$ cat src/rtl/mem_port_arbiter.sv
// Registered N-client line arbiter in front of the cacheline adaptor; grant is locked for a whole transaction.
// Define ARB_ROUND_ROBIN_EN for rotating priority; the default build uses fixed lowest-index priority.
module mem_port_arbiter #(
    parameter int NUM_PORTS  = 2,
    parameter int LINE_WIDTH = 256,
    parameter int ADDR_WIDTH = 32
) (
    input  logic                             clk,
    input  logic                             reset,
    input  logic [NUM_PORTS-1:0]             cl_read,
    input  logic [NUM_PORTS-1:0]             cl_write,
    input  logic [NUM_PORTS*ADDR_WIDTH-1:0]  cl_address,
    input  logic [NUM_PORTS*LINE_WIDTH-1:0]  cl_wdata,
    output logic [LINE_WIDTH-1:0]            cl_rdata,
    output logic [NUM_PORTS-1:0]             cl_resp,
    output logic                             mem_read,
    output logic                             mem_write,
    output logic [ADDR_WIDTH-1:0]            mem_address,
    output logic [LINE_WIDTH-1:0]            mem_wdata,
    input  logic [LINE_WIDTH-1:0]            mem_rdata,
    input  logic                             mem_resp
);

    localparam int IDX_WIDTH = $clog2(NUM_PORTS);

    typedef enum logic [1:0] {
        IDLE = 2'd0,
        BUSY = 2'd1,
        GAP  = 2'd2
    } state_t;

    state_t                  state_q, state_d;
    logic [IDX_WIDTH-1:0]    grant_q, grant_d;
    logic [ADDR_WIDTH-1:0]   addr_q, addr_d;
    logic [LINE_WIDTH-1:0]   wdata_q, wdata_d;
    logic                    rd_q, rd_d;
    logic                    wr_q, wr_d;

    logic [NUM_PORTS-1:0]    req;
    logic                    req_any;
    logic [IDX_WIDTH-1:0]    sel;
    logic [ADDR_WIDTH-1:0]   sel_addr;
    logic [LINE_WIDTH-1:0]   sel_wdata;
    logic                    sel_write;

`ifdef ARB_ROUND_ROBIN_EN
    localparam logic [IDX_WIDTH-1:0] LAST_IDX = IDX_WIDTH'(NUM_PORTS - 1);
    logic [IDX_WIDTH-1:0]    ptr_q, ptr_d;
    int unsigned             idx;
`endif

    assign req     = cl_read | cl_write;
    assign req_any = |req;

    always_comb begin
        sel = '0;
`ifdef ARB_ROUND_ROBIN_EN
        idx = 0;
        // Walk downward so the last hit is the first requester at or above the pointer.
        for (int unsigned k = NUM_PORTS; k > 0; k--) begin
            idx = (32'(ptr_q) + k - 1) % NUM_PORTS;
            if (req[IDX_WIDTH'(idx)]) begin
                sel = IDX_WIDTH'(idx);
            end
        end
`else
        for (int unsigned k = NUM_PORTS; k > 0; k--) begin
            if (req[IDX_WIDTH'(k - 1)]) begin
                sel = IDX_WIDTH'(k - 1);
            end
        end
`endif
    end

    always_comb begin
        sel_addr  = '0;
        sel_wdata = '0;
        for (int unsigned i = 0; i < NUM_PORTS; i++) begin
            if (sel == IDX_WIDTH'(i)) begin
                sel_addr  = cl_address[i*ADDR_WIDTH +: ADDR_WIDTH];
                sel_wdata = cl_wdata[i*LINE_WIDTH +: LINE_WIDTH];
            end
        end
        sel_write = cl_write[sel];
    end

    always_comb begin
        state_d = state_q;
        grant_d = grant_q;
        addr_d  = addr_q;
        wdata_d = wdata_q;
        rd_d    = rd_q;
        wr_d    = wr_q;
`ifdef ARB_ROUND_ROBIN_EN
        ptr_d   = ptr_q;
`endif
        unique case (state_q)
            IDLE: begin
                if (req_any) begin
                    state_d = BUSY;
                    grant_d = sel;
                    addr_d  = sel_addr;
                    wdata_d = sel_wdata;
                    // A simultaneous write takes precedence so the writeback precedes the refill.
                    wr_d    = sel_write;
                    rd_d    = ~sel_write;
`ifdef ARB_ROUND_ROBIN_EN
                    ptr_d   = (sel == LAST_IDX) ? '0 : sel + 1'b1;
`endif
                end
            end
            BUSY: begin
                if (mem_resp) begin
                    state_d = GAP;
                    rd_d    = 1'b0;
                    wr_d    = 1'b0;
                end
            end
            GAP: begin
                state_d = IDLE;
            end
            default: begin
                state_d = IDLE;
                rd_d    = 1'b0;
                wr_d    = 1'b0;
            end
        endcase
    end

    always_ff @(posedge clk) begin
        if (reset) begin
            state_q <= IDLE;
            grant_q <= '0;
            addr_q  <= '0;
            wdata_q <= '0;
            rd_q    <= 1'b0;
            wr_q    <= 1'b0;
`ifdef ARB_ROUND_ROBIN_EN
            ptr_q   <= '0;
`endif
        end else begin
            state_q <= state_d;
            grant_q <= grant_d;
            addr_q  <= addr_d;
            wdata_q <= wdata_d;
            rd_q    <= rd_d;
            wr_q    <= wr_d;
`ifdef ARB_ROUND_ROBIN_EN
            ptr_q   <= ptr_d;
`endif
        end
    end

    always_comb begin
        cl_resp = '0;
        if (state_q == BUSY && mem_resp) begin
            cl_resp[grant_q] = 1'b1;
        end
    end

    assign cl_rdata    = mem_rdata;
    assign mem_read    = rd_q;
    assign mem_write   = wr_q;
    assign mem_address = addr_q;
    assign mem_wdata   = wdata_q;

endmodule
$ cat config.mk
export PLATFORM = sky130hd
export DESIGN_NAME = mem_port_arbiter
export DESIGN_NICKNAME = d
export VERILOG_FILES = /design/src/rtl/mem_port_arbiter.sv
export SDC_FILE = /design/constraint.sdc
export NUM_CORES = 1
export LEC_CHECK = 0
export CORE_AREA = 5 5 540 542
export CTS_CLUSTER_DIAMETER = 40
export CTS_CLUSTER_SIZE = 40
export DETAILED_ROUTE_END_ITERATION = 8
export DIE_AREA = 0 0 545 547
export GPL_ROUTABILITY_DRIVEN = 0
export GPL_TIMING_DRIVEN = 0
export PLACE_DENSITY = 0.3
export SYNTH_ARGS = -nofsm -noshare
export SYNTH_HDL_FRONTEND = slang
export SYNTH_SLANG_ARGS = --single-unit
$ cat constraint.sdc
create_clock -name clk -period 3.4 [get_ports clk]
set_input_delay 0.68 -clock clk [delete_from_list [all_inputs] [get_ports clk]]
set_output_delay 0.68 -clock clk [all_outputs]
set_load 0.03 [all_outputs]
==> flow_summary.json <==
{
  "die_area_mm2": 0.2981,
  "clkTransAtPathRegs_ns": 0.04,
  "synth_nets": 2823,
  "max-vdd-ir-drop_mv": 0.3305,
  "clk-insertion-delay-late_ns": 0.68,
  "wire_per_inst_um": 30.28,
  "final.setup_skew_ns": 0.03592,
  "netlist.area_leader.share_pct": 36.77,
  "pre_cts_ws_ns": -1.114,
  "seq_area_frac_synth_pct": 36.77,
  "syn_area_mm2": 0.01595,
  "drtAntennaViolNets": 0,
  "fillers": 33030,
  "hold_viol_final": 0,
  "fp.dieH_um": 547,
  "setup_viol": 0,
  "max_cap_violations": 0,
  "power.density_mw_per_mm2": 531.9,
  "grtUsageTotal_pct": 13.66,
  "initial_core_util_pct": 5.569,
  "startpoint_type": "input port",
  "hold_start": "mem_read$_SDFFE_PP0P_",
  "overflow": 0,
  "nets": 4047,
  "avgViaCountPerCell": 3.113,
  "clockBufferDepth": 3,
  "final_area_mm2": 0.03522,
  "synth_area_leader_cell": "dfxtp_1",
  "r2r_start": "state_q[1]$_SDFFE_PP0P_",
  "cts_sinks": 293,
  "rsz0062_at_grt": "false",
  "ys_seq_elements": 293,
  "avgSynthCellArea_um2": 8.039,
  "grt_pass1_wl_um": 263900,
  "antenna_found_initial": 97,
  "holdBufCountCts": 0,
  "grt_pass1_vias": 23300,
  "first_pass_iters": 5,
  "vias": 22040,
  "worst_slew_pin_slew_ns": 1.106,
  "cts_setup_buffers": 0,
  "rows": 197,
  "drive_above_1_share_pct": 14.68,
  "cts_resized": 2,
  "r2r-end": "mem_wdata[230]$_SDFFE_PP0P_",
  "area_delta_synth_final_pct": 120.8,
  "p_leak_nw": 11.50,
  "tritoncts.num_buffers": 90,
  "period_share_pct": 96.22,
  "whs_endpoint": "mem_read$_SDFFE_PP0P_",
  "hp-class": "flop to flop",
  "die_w_um": 545,
  "cp.required_ns": 4.00,
  "synth_area_leaders": "dfxtp_1, a311oi_1, buf_4",
  "place_area_mm2": 0.03205,
  "fmax_mhz": 305.7,
  "ioPinCount": 1387,
  "critPathKind": "input port to flop",
  "maxSlewHeadroom_pct": 26.26,
  "port_buffers": 1129,
  "htree_levels": 3,
  "post-route-util_pct": 12.30,
  "hold_depth": 2,
  "finalCriticalPeriod_ns": 3.271,
  "root_buffer": "clkbuf_16",
  "cts_tree": "built",
  "synthCells": 1984,
  "cp_max_fo": 11,
  "slew_violations": 0,
  "grt_max_degree": 15,
  "drc": 0,
  "dpl.hpwl_um": 189100,
  "fin_ws_ns": 0.1286,
  "coreArea_mm2": 0.2864,
  "crit_arrival_ns": 3.87,
  "crit_path_end_kind": "flop",
  "synth.distinct_cells": 23,
  "reg2regPathDepth": 6,
  "worst_hold_slack_ns": 0.5023,
  "outcome": "finished, final reports clean",
  "r2r_setup_slack_ns": 0.27,
  "dr.first_iter.drc_count": 1329,
  "yosys_warnings": 0,
  "setup_tns_ns": 0,
  "routed_wl_um": 214300
}
how the worst max path moves through the flow:
stage,from,endpoint,cells past startpoint
after global placement,cl_write[1],mem_wdata[45]$_SDFFE_PP0P_,6
after CTS,cl_write[1],mem_wdata[45]$_SDFFE_PP0P_,6
after global routing,state_q[1]$_SDFFE_PP0P_,mem_wdata[232]$_SDFFE_PP0P_,6
after floorplan,cl_write[0],mem_wdata[137]$_SDFFE_PP0P_,6
final,cl_write[0],mem_wdata[45]$_SDFFE_PP0P_,7
after detailed placement,cl_write[0],mem_wdata[230]$_SDFFE_PP0P_,6
placed cells by master (no fill, tap or decap), drive strengths merged:
cell type and instances:
inv 4, bufinv 8, o21ai 291, clkinv 18, a21oi 292, nand3b 1
or2 3, nor2 8, nor4 1, nor2b 1, clkbuf 308, dfxtp 293
o211ai 2, buf 332, a311oi 288, clkdlybuf4s50 1129, nor3b 1, or4 2
diode 22, nand3 289, clkinvlp 5
per-layer routing:
layer	GRT usage (%)	part of all wire [%]	wire (µm)	vias up
met3	7.050	12	26440	276
met4	3.302	2.3	5003	22
met1	14.51	37	78450	10600
li1	-	-	-	9806
met5	0	0.063	136	-
met2	23.84	49	104300	1332
state kept, by name, summed over array words and instances, names as in the netlist:
name	flops
mem_wdata	256
mem_read	1
state_q	2
grant_q	1
mem_address	32
mem_write	1
worst max-delay path, cell delays in order:
cell and delay [ns]:
clkdlybuf4s50_1 0.68, or2_1 0.16, buf_4 0.27, buf_2 0.66
clkbuf_1 0.52, o21ai_0 0.48, a311oi_1 0.38
where the power goes:
group,internal (mW),switching [mW]
Clock,5.88,2.81
Combinational,2.20,3.63
Sequential,3.87,0.347
cell usage after synthesis (all sizes together):
cell and number:
dfxtp 293, o211ai 2, nor3b 1, nor2b 1, nor4 1, a311oi 288, or4 2, nand3b 1
buf 329, clkbuf 182, or2 3, nor2 8, o21ai 291, a21oi 292, nand3 289, inv 1
per-stage QoR:
stage,power (mW),cells
3_3_place_gp,10.27,6894
3_5_place_dp,10.27,6897
5_1_grt,19.59,7067
6_report,18.73,7079
4_1_cts,19.20,7057
2_1_floorplan,6.613,1984
layout make-up:
class	instances	area (µm²)	share of cell area, %
timing repair buffer	1132	11360	32.26
clock buffer	126	2597	7.375
sequential	293	5866	16.65
tap	3781	4731	13.43
inverter	1	3.754	0.01066
clock inverter	34	503.0	1.428
antenna	22	55.05	0.1563
multi-input combinational	1179	7030	19.96
buffer	511	3073	8.725
cells by family after synthesis:
family          after synthesis  synth area share (%)
compound gates              873                 34.20
buf+inv                     512                 19.21
flops                       293                 36.77
simple gates                306                 9.813
(Power assumes the default switching activity.)
